**config.mk**
```make
export PLATFORM = sky130hd
export DESIGN_NAME = cordic_req_arbiter
export DESIGN_NICKNAME = d
export VERILOG_FILES = /design/src/rtl/cordic_arb_pkg.sv /design/src/rtl/cordic_rr_arbiter.sv /design/src/rtl/cordic_req_arbiter.sv
export SDC_FILE = /design/constraint.sdc
export NUM_CORES = 1
export LEC_CHECK = 0
export ABC_CLOCK_PERIOD_IN_PS = 3800
export CAP_MARGIN = 20
export CORE_MARGIN = 2
export CORE_UTILIZATION = 41
export CTS_CLUSTER_SIZE = 25
export DETAILED_ROUTE_END_ITERATION = 12
export PLACE_DENSITY_LB_ADDON = 0.15
export SLEW_MARGIN = 10
export SYNTH_ARGS = -nofsm -noshare
export SYNTH_HDL_FRONTEND = slang
export SYNTH_HIERARCHICAL = 1
export SYNTH_SLANG_ARGS = --single-unit
```
**constraint.sdc**
```tcl
create_clock -name aclk -period 3.8 [get_ports aclk]
set_input_delay 0.76 -clock aclk [delete_from_list [all_inputs] [get_ports aclk]]
set_output_delay 0.76 -clock aclk [all_outputs]
set_load 0.02 [all_outputs]
```
**src/rtl/cordic_arb_pkg.sv**
```systemverilog
// Shared constants and the in-flight tag type for the CORDIC request arbiter.
package cordic_arb_pkg;

   localparam int unsigned PHASE_W       = 16;
   localparam int unsigned DOUT_W        = 32;
   localparam logic [15:0] PHASE_PI      = 16'h8000;
   localparam logic [15:0] PHASE_HALF_PI = 16'h4000;

   // Widest requester ID a tag can carry (N_REQ up to 8).
   localparam int unsigned TAG_ID_W      = 3;

   typedef struct packed {
      logic                vld;
      logic [TAG_ID_W-1:0] id;
   } arb_tag_t;

endpackage

```
**src/rtl/cordic_rr_arbiter.sv**
```systemverilog
// Combinational round-robin grant: searches upward from ptr (mod N_REQ) and
// grants the first asserted request; nothing is granted while en is low.
module cordic_rr_arbiter #(
   parameter int unsigned N_REQ = 4,
   parameter int unsigned ID_W  = 2
) (
   input  logic [N_REQ-1:0] req,
   input  logic [ID_W-1:0]  ptr,
   input  logic             en,
   output logic [N_REQ-1:0] gnt,
   output logic [ID_W-1:0]  gnt_idx,
   output logic             any
);

   // First valid requester at or after ptr, wrapping around
   always_comb begin
      logic [ID_W-1:0] idx;
      gnt     = '0;
      gnt_idx = '0;
      any     = 1'b0;
      idx     = '0;
      for (int unsigned k = 0; k < N_REQ; k++) begin
         idx = ID_W'((32'(ptr) + k) % N_REQ);
         if (en && !any && req[idx]) begin
            any      = 1'b1;
            gnt[idx] = 1'b1;
            gnt_idx  = idx;
         end
      end
   end

endmodule

```
**src/rtl/cordic_req_arbiter.sv**
```systemverilog
// Shares one sin/cos CORDIC between N_REQ requesters: round-robin phase grant,
// registered issue, latency-matched ID tags, and a shared {cos,sin} response bus.
// Optional build macro CORDIC_ARB_STATS_EN adds saturating grant/stall counters.
module cordic_req_arbiter
   import cordic_arb_pkg::*;
#(
   parameter  int unsigned N_REQ   = 4,
   parameter  int unsigned LATENCY = 1,
   localparam int unsigned ID_W    = $clog2(N_REQ)
) (
   input  logic                     aclk,
   input  logic                     aresetn,
   input  logic                     enable,
   input  logic [N_REQ-1:0]         req_valid,
   output logic [N_REQ-1:0]         req_ready,
   input  logic [N_REQ*PHASE_W-1:0] req_phase,
   output logic                     cordic_phase_tvalid,
   output logic [PHASE_W-1:0]       cordic_phase_tdata,
   input  logic                     cordic_dout_tvalid,
   input  logic [DOUT_W-1:0]        cordic_dout_tdata,
   output logic                     rsp_valid,
   output logic [ID_W-1:0]          rsp_id,
   output logic [DOUT_W-1:0]        rsp_data,
   output logic                     idle,
   output logic                     err_orphan
`ifdef CORDIC_ARB_STATS_EN
   ,
   output logic [N_REQ*16-1:0]      grant_cnt,
   output logic [15:0]              stall_cnt
`endif
);

   localparam int unsigned MASK_W = $clog2(LATENCY + 2);

   logic [N_REQ-1:0]   gnt;
   logic [ID_W-1:0]    gnt_idx;
   logic               gnt_any;
   logic [ID_W-1:0]    rr_ptr;
   logic [ID_W-1:0]    issue_id;
   logic [PHASE_W-1:0] gnt_phase;
   arb_tag_t           tags [LATENCY];
   arb_tag_t           tag_in;
   arb_tag_t           tail;
   logic               tags_busy;
   logic [MASK_W-1:0]  mask_cnt;

   cordic_rr_arbiter #(
      .N_REQ (N_REQ),
      .ID_W  (ID_W)
   ) u_rr (
      .req     (req_valid),
      .ptr     (rr_ptr),
      .en      (enable),
      .gnt     (gnt),
      .gnt_idx (gnt_idx),
      .any     (gnt_any)
   );

   assign req_ready = gnt;
   assign gnt_phase = req_phase[PHASE_W*gnt_idx +: PHASE_W];
   assign tail      = tags[LATENCY-1];

   // Pointer moves past the last winner; holds when nothing is granted
   always_ff @(posedge aclk or negedge aresetn) begin
      if (!aresetn) begin
         rr_ptr <= '0;
      end else if (gnt_any) begin
         rr_ptr <= (gnt_idx == ID_W'(N_REQ - 1)) ? '0 : gnt_idx + ID_W'(1);
      end
   end

   // Registered issue toward the CORDIC; tdata holds between grants
   always_ff @(posedge aclk or negedge aresetn) begin
      if (!aresetn) begin
         cordic_phase_tvalid <= 1'b0;
         cordic_phase_tdata  <= '0;
         issue_id            <= '0;
      end else begin
         cordic_phase_tvalid <= gnt_any;
         if (gnt_any) begin
            cordic_phase_tdata <= gnt_phase;
            issue_id           <= gnt_idx;
         end
      end
   end

   // Tag entering the shift is the one currently presented to the CORDIC
   always_comb begin
      tag_in     = '0;
      tag_in.vld = cordic_phase_tvalid;
      tag_in.id  = TAG_ID_W'(issue_id);
   end

   // Tag pipeline matches CORDIC latency so the tail lines up with dout
   always_ff @(posedge aclk or negedge aresetn) begin
      if (!aresetn) begin
         for (int unsigned i = 0; i < LATENCY; i++) tags[i] <= '0;
      end else begin
         tags[0] <= tag_in;
         for (int unsigned i = 1; i < LATENCY; i++) tags[i] <= tags[i-1];
      end
   end

   // Anything still travelling through issue or tag stages
   always_comb begin
      tags_busy = cordic_phase_tvalid;
      for (int unsigned i = 0; i < LATENCY; i++) tags_busy = tags_busy | tags[i].vld;
      idle = !tags_busy && !gnt_any;
   end

   // Counts down after reset to ignore stale CORDIC outputs (CORDIC is not reset)
   always_ff @(posedge aclk or negedge aresetn) begin
      if (!aresetn) begin
         mask_cnt <= MASK_W'(LATENCY);
      end else if (mask_cnt != '0) begin
         mask_cnt <= mask_cnt - MASK_W'(1);
      end
   end

   // Response register: forward dout with the matching tag's ID
   always_ff @(posedge aclk or negedge aresetn) begin
      if (!aresetn) begin
         rsp_valid <= 1'b0;
         rsp_id    <= '0;
         rsp_data  <= '0;
      end else begin
         rsp_valid <= cordic_dout_tvalid && tail.vld;
         if (cordic_dout_tvalid && tail.vld) begin
            rsp_id   <= ID_W'(tail.id);
            rsp_data <= cordic_dout_tdata;
         end
      end
   end

   // Sticky error on any dout/tag disagreement once the mask period is over
   always_ff @(posedge aclk or negedge aresetn) begin
      if (!aresetn) begin
         err_orphan <= 1'b0;
      end else if (mask_cnt == '0 && (cordic_dout_tvalid != tail.vld)) begin
         err_orphan <= 1'b1;
      end
   end

`ifdef CORDIC_ARB_STATS_EN
   // Per-requester grant counters and stall counter, saturating at all-ones
   always_ff @(posedge aclk or negedge aresetn) begin
      if (!aresetn) begin
         grant_cnt <= '0;
         stall_cnt <= '0;
      end else begin
         for (int unsigned i = 0; i < N_REQ; i++) begin
            if (gnt[i] && grant_cnt[16*i +: 16] != '1)
               grant_cnt[16*i +: 16] <= grant_cnt[16*i +: 16] + 16'd1;
         end
         if (|req_valid && !gnt_any && stall_cnt != '1)
            stall_cnt <= stall_cnt + 16'd1;
      end
   end
`endif

endmodule

```
# After elaboration in Yosys (flattened, before gate mapping)
# Index checks and enable logic that the tools add are counted.
# totals
ff_bits	62
# op_classes
n_addsub	5
order_cmp	8
eq_ne	2
shift	1
n_mux	29
bitwise_logic	4
reduce_logical	21
# ops
op	n
64-bit by 7-bit indexed part select with 16-bit output	1
4-bit 2-to-1 mux	4
1-bit logical AND	14
2-bit by 3-bit less-than comparator with 1-bit output, second input constant	4
1-bit 2-to-1 mux	12
4-bit bitwise OR	3
2-bit 2-to-1 mux	5
1-bit binary-select mux with 2-bit select	4
1-bit demux with 2-bit select	4
2-bit by 1-bit greater-or-equal comparator with 1-bit output, second input constant	4
1-bit zero test	5
2-bit by 1-bit adder with 2-bit output, second input constant	2
2-bit adder, second input constant	2
2-bit == test, second input constant	1
2-bit zero test	1
2-bit nonzero test	1
2-bit by 1-bit subtractor with 2-bit output, second input constant	1
1-bit inequality test	1
1-bit bitwise OR	1

# Longest topological paths before layout
# logic_depth
ltp_word	18
ltp_mapped	12
mapped_depth_nobuf	9

# Cells and area by module
# The synthesis kept the hierarchy.
# by_module_without_submodules
module	instances	cells_each	area_each_um2	seq_area_each_um2
cordic_req_arbiter	1	191	2768.9	1552.7
cordic_rr_arbiter	1	66	549.3	0.0

# Worst setup path after synthesis
# Ideal clock, no wire load.
# synth_path
kind	register -> output
from	reg rr_ptr[0]
to	out idle
arrival_time_ns	2.873
required_time_ns	3.040
slack_ns	0.167
path_stages_with_launch	10
n_path_buf	3
path_cell_list	dfrtp_1 -> buf_6 -> inv_1 -> ha_1 -> buf_2 -> mux4_1 -> or2_4 -> o31a_1 -> buf_2 -> nor3_1
# synth_between
elab_chain_len	18
word_cells_on_any_way	27
# synth_lines
element	line_no	source
start, declared	cordic_req_arbiter.sv:38	logic [ID_W-1:0] rr_ptr;
start signal, assigned	cordic_req_arbiter.sv:68	rr_ptr <= (gnt_idx == ID_W'(N_REQ - 1)) ? '0 : gnt_idx + ID_W'(1);
1-bit binary-select mux with 2-bit select	cordic_rr_arbiter.sv:24	if (en && !any && req[idx]) begin
1-bit 2-to-1 mux (implied by the code)	cordic_rr_arbiter.sv:24	
1-bit logical AND	cordic_rr_arbiter.sv:24	
1-bit 2-to-1 mux	cordic_rr_arbiter.sv:24	
1-bit zero test	cordic_rr_arbiter.sv:24	
1-bit logical AND (2 in series)	cordic_rr_arbiter.sv:24	
1-bit 2-to-1 mux	cordic_rr_arbiter.sv:24	
1-bit zero test	cordic_rr_arbiter.sv:24	
1-bit logical AND (2 in series)	cordic_rr_arbiter.sv:24	
1-bit 2-to-1 mux	cordic_rr_arbiter.sv:24	
1-bit zero test	cordic_rr_arbiter.sv:24	
1-bit logical AND (2 in series)	cordic_rr_arbiter.sv:24	
1-bit 2-to-1 mux (*)	cordic_rr_arbiter.sv:24	
named net gnt_any	cordic_req_arbiter.sv:37	logic gnt_any;
1-bit zero test (*)	cordic_req_arbiter.sv:108	idle = !tags_busy && !gnt_any;
1-bit logical AND (*)	cordic_req_arbiter.sv:108	
end, declared	cordic_req_arbiter.sv:24	output logic idle,
# Mark *: on every way through the listed nets, which the timed path passes. The rest lies on a longest branch. The select of a mux whose other input is x is not followed.

# Worst setup path after layout
# layout_path
from	reg rr_ptr[0]
to	out req_ready[2]
# layout_between
elab_chain_len	16
word_cells_on_any_way	51
# layout_lines
element	line_no	source
parallel branches: the longest is 15 deep, another holds 2-bit by 3-bit less-than comparator with 1-bit output	n/a	
4-bit 2-to-1 mux (*)	cordic_rr_arbiter.sv:24	
end, declared	cordic_req_arbiter.sv:15	output logic [N_REQ-1:0] req_ready,
# Mark *: on every way between the ends. The select of a mux whose other input is x is not followed.

==> summary.md <==
| Metric | Value |
|---|---|
| Synth area leader | dfrtp_1 |
| IR drop worst, VDD | slightly below 0.3 mV |
| YS warnings | 6 |
| Skew-Pair Late Insertion Delay | around 0.33 ns |
| Worst-path fanout max | 8 |
| Leak Pwr | approximately 2.2 nW |
| H-tree lvl count | 3 |
| Clock sink total | between 60 and 70 |
| Skew final | between 0.004 and 0.005 ns |
| WP data required | between 3 and 4 ns |
| Flops & latches, synth | just over 60 |
| Run status | finished, final reports clean |
| Core area | a little under 8000 sq um |
| Slew headroom | between 60% and 70% |
| Via count | 2,702 |
| RSZ-0062 raised after global routing | false |
| Post-Route Setup TNS | 0 ns |
| Die Y | between 90 and 100 um |
| DR vias/cell | approximately 5.0 |
| Slew Viols, Final | 0 |
| Number of global-route vias before repair | about 2,700 |
| Routed WL | between 8000 and 9000 um |
| Drt pass-1 iters | 4 |
| I/O pins | approximately 160 |
| Initial Util | a little over two fifths |
| Synthesized area per cell | about 13 sq um |
| Site Rows | 32 |
| Cells after DPL | ~520 |
| Worst-Margin Slew | 0.5033 ns |
| Setup Buffers After CTS | 0 |
| Antenna diodes | 0 |
| Share of layout cells above drive strength 1 | between 10% and 20% |
| Max-cap viol count | 0 |
| Initial antenna violation count | 0 |
| Largest net degree at the start of global routing | 41 |
| Crit path launch type | register |
| Reg2reg setup slack | 0.99 ns |
| IO Port Bufs | between 150 and 200 |
| Gr usage total | about a fifth |
| Post-Syn Nets | 372 |
| DRT antenna net count | 0 |
| Power Density | between 600 and 700 nW/um^2 |
| Avg WL per Cell | 15.28 um |
| Final period utilization | 92.25% |
| Global-route wire length before repair | roughly 13,000 um |
| Cells after synthesis | about 260 |
| Grt ovf | 0 |
| Top post-synthesis cells by area | dfrtp_1 46%, mux2i_1 11%, mux2_1 10%, ha_1 4.1%, o221ai_1 4.0% |
| Detailed-route DRC error count | 0 |
| CTS tree | built |
| Die ar. | 8828 sq um |
| Crit path DAT | between 2 and 3 ns |
| Final Hold Vio Count | 0 |
| Synth Flop Type | dfrtp_1 |
| Post-synth EDFFs | 0 |
| # setup viols final | 0 |
| Clock slew seen by the registers of the worst setup and hold paths | about 0.080 ns |
| Yosys top cell area share | 46.00% |
| DRT iter0 DRCs | roughly 110 |
| Dpl hpwl | about 6400 um |
| Fillers | approximately 620 |
| Crit path kind | reg2out |
| CP Capture Type | output pin |
| Layout area overhead | 59.24% |
| Number of cells in the finished layout apart from fillers | 540 |
| Fmax | between 200 and 300 MHz |
| Async set-or-reset flop fraction in the synthesized netlist | 100.0% |
| Post-Syn Area | around 3300 sq um |
| Sequential element share of the synthesized area | between 40% and 50% |
| Die outline width | between 90 and 100 um |
| Min cycle time layout | between 3 and 4 ns |
| Hold WC Path Type | in2async |
| Clock Tree Root | clkbuf_8 |
| Routability cong. | 0.7960 |
| Final net count | between 500 and 600 |
| Yosys cell types | 38 |
| CTS max path bufs | 2 |
| CTS Buf Count | 9 |
-- registers in the layout, summed over array words and instances (netlist names) --
name and count:
rsp_data 32, cordic_phase_tdata 16, tags 3, issue_id 2
mask_cnt 2, rr_ptr 2, rsp_id 2, cordic_phase_tvalid 1
err_orphan 1, rsp_valid 1
-- path summary, 6_finish.rpt --
path / start / to / depth (start not counted)
max in group asynchronous: aresetn / mask_cnt[0]$_DFFE_PN1P_ / 2
worst max-delay path: rr_ptr[0]$_DFFE_PN0P_ / req_ready[2] / 9
worst min-delay path: aresetn / rsp_data[20]$_DFFE_PN0P_ / 1
worst max register to register: rr_ptr[0]$_DFFE_PN0P_ / cordic_phase_tdata[10]$_DFFE_PN0P_ / 11
worst min register to register: issue_id[0]$_DFFE_PN0P_ / tags[0]$_DFF_PN0_ / 0
min in group aclk: issue_id[0]$_DFFE_PN0P_ / tags[0]$_DFF_PN0_ / 0
-- cells in the mapped netlist, types with 2 or more instances --
| library cell | n |
|---|---|
| a21o_1 | 2 |
| a21oi_1 | 3 |
| buf_12 | 2 |
| buf_2 | 5 |
| buf_6 | 7 |
| dfrtp_1 | 61 |
| ha_1 | 11 |
| inv_1 | 8 |
| mux2_1 | 30 |
| mux2_2 | 8 |
| mux2i_1 | 38 |
| mux4_1 | 2 |
| mux4_2 | 2 |
| nand2_1 | 12 |
| nand2b_1 | 17 |
| nand3_1 | 2 |
| nor2_1 | 2 |
| o21ai_0 | 6 |
| o221ai_1 | 15 |
| o22ai_1 | 2 |
| o2bb2ai_1 | 5 |
-- power breakdown --
group,switching (mW),internal (mW)
Combinational,0.944,0.984
Sequential,0.114,0.889
Clock,0.264,0.371
Total,1.32,2.24
-- cell type report --
class,count,area [sq um],share of cell area [%]
inverter,8,30.03,0.5683
timing repair buffer,182,1769,33.48
clock inverter,7,97.59,1.847
clock buffer,9,123.9,2.344
tap,102,127.6,2.415
sequential,62,1553,29.39
multi-input combinational,170,1583,29.96
-- per-stage QoR --
stage	util, %	hold WS, ns	instance area [sq um]	total power [mW]	setup WS [ns]
finish	68.03	0.3776	5284	3.567	0.2947
global route	68.03	0.3844	5284	3.808	0.1317
CTS	67.93	0.3806	5276	3.615	0.01632
detailed placement	65.11	0.3643	5057	2.969	0.03607
global placement	65.11	0.3575	5057	2.926	0.07396
floorplan	-	0.3501	3318	2.191	0.1668
-- metal layers --
| layer | vias to the layer above | track usage, % | wire, um |
|---|---|---|---|
| met5 | - | 0 | 0 |
| li1 | 1295 | - | - |
| met4 | 0 | 6.884 | 87 |
| met1 | 1269 | 22.75 | 3300 |
| met3 | 7 | 7.063 | 856 |
| met2 | 131 | 32.50 | 4008 |
-- placed cells by master, fill, tap and decap left out, types with 3 or more instances in the layout --
master           instances
a21oi_1                  3
mux2i_1                 38
nand2_1                 12
buf_4                   21
dfrtp_1                 61
clkbuf_8                 9
o221ai_1                15
mux2_2                   8
clkdlybuf4s50_1        155
inv_1                    8
dlymetal6s2s_1           3
nand2b_1                17
mux2_1                  30
ha_1                    11
o2bb2ai_1                5
o21ai_0                  6
-- timing repair --
item,in CTS,in global routing
pin swaps,0,0
endpoints found under the setup margin,2,3
hold buffers,0,0
hold endpoints to repair,0,0
resized for setup,2,3
-- kinds of logic after synthesis --
group / count (synthesis) / share of synthesized area (%)
AO/OA/AOI/OAI: 38 / 8.899
buffers and inverters: 25 / 5.920
adder cells (fa/ha/maj): 11 / 4.148
flip-flops: 62 / 46.79
XOR/XNOR: 1 / 0.2640
multiplexers: 80 / 27.30
AND/OR/NAND/NOR: 40 / 6.674
-- critical path, cell delays in order (launching register included) --
cell and delay [ns]:
dfrtp_1 0.34, inv_1 0.12, ha_1 0.38, buf_4 0.18, mux2_2 0.34, nor4b_1 0.31, buf_4 0.17, o21ai_2 0.08
o2bb2ai_1 0.15, dlygate4sd2_1 0.35
No activity file was read; power rests on OpenSTA's default activity.
